[src/rtl/counter_pkg.sv]
// Shared types and constants for the modulo-12 counter checker.
package counter_pkg;

  localparam int MOD = 12;

  typedef logic [3:0] count_t;

  typedef enum logic [1:0] {
    SYNC  = 2'd0,
    CHECK = 2'd1,
    HALT  = 2'd2
  } chk_state_t;

  // A count value is legal only inside the 0..MOD-1 range.
  function automatic logic is_legal(input count_t v);
    return v < count_t'(MOD);
  endfunction

endpackage

[src/rtl/mod12_next_val.sv]
// Next value of a modulo-12 up/down counter with synchronous load.
module mod12_next_val
  import counter_pkg::*;
(
  input  logic [3:0] cur,
  input  logic       load,
  input  logic       mode,
  input  logic [3:0] data_in,
  output logic [3:0] nxt
);

  // Load wins over direction, exactly as the counter under check resolves it.
  always_comb begin
    nxt = cur;
    if (load) begin
      nxt = data_in;
    end else if (mode) begin
      nxt = (cur == count_t'(MOD - 1)) ? 4'd0 : cur + 4'd1;
    end else begin
      nxt = (cur == 4'd0) ? count_t'(MOD - 1) : cur - 4'd1;
    end
  end

endmodule

[config.mk]
export PLATFORM = sky130hd
export DESIGN_NAME = mod12_next_val
export DESIGN_NICKNAME = d
export VERILOG_FILES = /design/src/rtl/counter_pkg.sv /design/src/rtl/mod12_next_val.sv
export SDC_FILE = /design/constraint.sdc
export NUM_CORES = 1
export LEC_CHECK = 0
export CORE_AREA = 3 3 40 42
export DETAILED_ROUTE_END_ITERATION = 8
export DIE_AREA = 0 0 43 45
export PLACE_DENSITY_LB_ADDON = 0.12
export REMOVE_ABC_BUFFERS = 1
export SLEW_MARGIN = 20
export SYNTH_ARGS = -nofsm -noshare
export SYNTH_HDL_FRONTEND = slang
export SYNTH_SLANG_ARGS = --single-unit
[constraint.sdc]
create_clock -name vclk -period 1.32
set_input_delay 0.264 -clock vclk [all_inputs]
set_output_delay 0.264 -clock vclk [all_outputs]
set_load 0.03 [all_outputs]
==> summary.md <==
| Metric | Value |
|---|---|
| Vert. Die Dim | 45 um |
| Initial antenna violation count | 0 |
| MaxCap Viol Count | 0 |
| WL final | 572 um |
| Final hold slack | 0.938 ns |
| Register area | 0 um^2 |
| Outcome | complete, but fails checks |
| Final antenna-violating net count | 0 |
| Die width | 43 um |
| Final setup margin | -0.163 ns |
| Area growth from synthesis to layout | 152% |
| Commonest cells after routing, fill and taps aside | 8 x nand2_1, 6 x buf_4, 5 x buf_6 |
| Row count | 13 |
| Gpl congestion | 0.658 |
| Worst Setup Start Kind | primary input |
| Nets | 63 |
| Layout Cells excl Fill | 64 |
| Cells after Synth | 29 |
| Drt pass-1 iters | 2 |
| Share of layout cells above drive strength 1 | 42.9% |
| Critical path arrival | 1.22 ns |
| CTS Hold Bufs | 0 |
| Routed len/inst | 8.94 um |
| WHS Path Cells | 4 |
| RSZ-0062 raised after global routing | true |
| Final Max Slew Viols | 0 |
| Vias in the first global route | 257 |
| FFs & Latches | 0 |
| Failing checks | negative setup slack |
| Synth Area per Inst | 5.82 um^2 |
| Crit path time final | 1.48 ns |
| TNS Setup | -0.347 ns |
| First-pass GRT wire length | 1090 um |
| Antenna diode count | 0 |
| VDD IR max | 0.105 mV |
| Full die area | 0.00194 mm^2 |
| Cell area after layout | 425 um^2 |
| Remaining routing DRC violations | 0 |
| Number of fill cells | 143 |
| Critical Path End Type | output port |
| Max_slew headroom | 81.5% |
| Placed Instance Area | 363 um^2 |
| Sequential fraction of the synthesis area | 0% |
| WS Path Type | primary input to output port |
| # clk buffers | 0 |
| Post-CTS Setup Repair Bufs | 0 |
| Top cells by area, synth | nand2_1 18%, ha_1 15%, o21ai_0 15% |
| Total gr overflow | 0 |
| Area leader, netlist | nand2_1 |
| Min-Delay Path Class | primary input to output port |
| Mapped cell area | 169 um^2 |
| Iteration-0 DRC Markers | 1 |
| Initial Utilization | 13.1% |
| Largest net degree at the start of global routing | 9 |
| Max Freq | 674 MHz |
| Commonest non-fill, non-tap cell in the layout | nand2_1 |
| Vias per cell | 4.11 |
| Worst EP required | 1.06 ns |
| DP Wirelength | 467 um |
| Final setup viols | 3 |
| Ports | 14 |
| Crit path max fanout | 3 |
| Crit share post-route | 112% |
| Top cell type's share of synthesized area | 17.8% |
| Least-Margin Pin Slew | 0.278 ns |
| Post-synth cell types | 14 |
| Pleak | 0.188 nW |
| Core area | 0.00128 mm^2 |
| Placed cells | 64 |
| PortBufs | 14 |
| Gr usage total | 6.63% |
| Yosys warnings | 0 |
| Pwr Total | 0.157 mW |
| PwrDens | 369 mW/mm^2 |
| Fin. Hold Viols | 0 |
| Via count | 263 |
==> layer usage <==
layer,global-route usage [%],wire length [um],vias to the layer above
li1,-,-,142
met1,9.29,274,114
met2,12.0,266,7
met3,0.398,31,0
met4,0,0,0
met5,0,0,-
==> power breakdown <==
part           internal, mW  switching (mW)
Combinational        0.0845          0.0727
Clock                     0               0
Sequential                0               0
Total                0.0845          0.0727
==> per-stage QoR <==
| step | setup slack [ns] | util (%) |
|---|---|---|
| 2_1_floorplan | -0.397 | - |
| 3_3_place_gp | -0.729 | 28.2 |
| 3_5_place_dp | -0.758 | 28.2 |
| 4_1_cts | -0.165 | 30.7 |
| 5_1_grt | -0.208 | 33.1 |
| 6_report | -0.163 | 33.1 |
==> worst max-delay path, cell delays in order <==
cell and delay, ns:
buf_8 0.10, buf_6 0.11, or3_1 0.35, a31oi_1 0.14
o31ai_1 0.08, buf_4 0.18
==> layout make-up <==
| cell class | count | area (um^2) | area share (%) |
|---|---|---|---|
| inverters | 2 | 10.0 | 2.35 |
| multi-input cells | 27 | 201 | 47.4 |
| well taps | 15 | 18.8 | 4.41 |
| repair buffers | 20 | 195 | 45.9 |
==> final timing paths <==
kind              startpoint     end  slack, ns
setup / recovery      cur[1]  nxt[3]      -0.16
hold / removal        cur[0]  nxt[0]       0.94
==> kinds of logic (layout without fill, tap and decap cells) <==
| logic type | count (synthesis) | after routing | share of synthesized area (%) |
|---|---|---|---|
| buf+inv | 2 | 22 | 4.45 |
| xor+xnor | 2 | 2 | 10.4 |
| simple gates | 12 | 12 | 31.1 |
| mux | 1 | 1 | 6.67 |
| compound gates | 10 | 10 | 32.6 |
| fa+ha+maj | 2 | 2 | 14.8 |
==> cell usage after synthesis (all sizes together), types with 2 or more instances <==
master,count
a21oi,2
ha,2
inv,2
nand2,8
nand2b,2
o21ai,5
==> what timing repair did <==
action                     4_1_cts  5_1_grt
resized for setup               33        9
pin swaps                        6        3
setup endpoints to repair        4        4
hold endpoints to repair         0        0
Note: power is estimated with default switching activity, not from simulation.
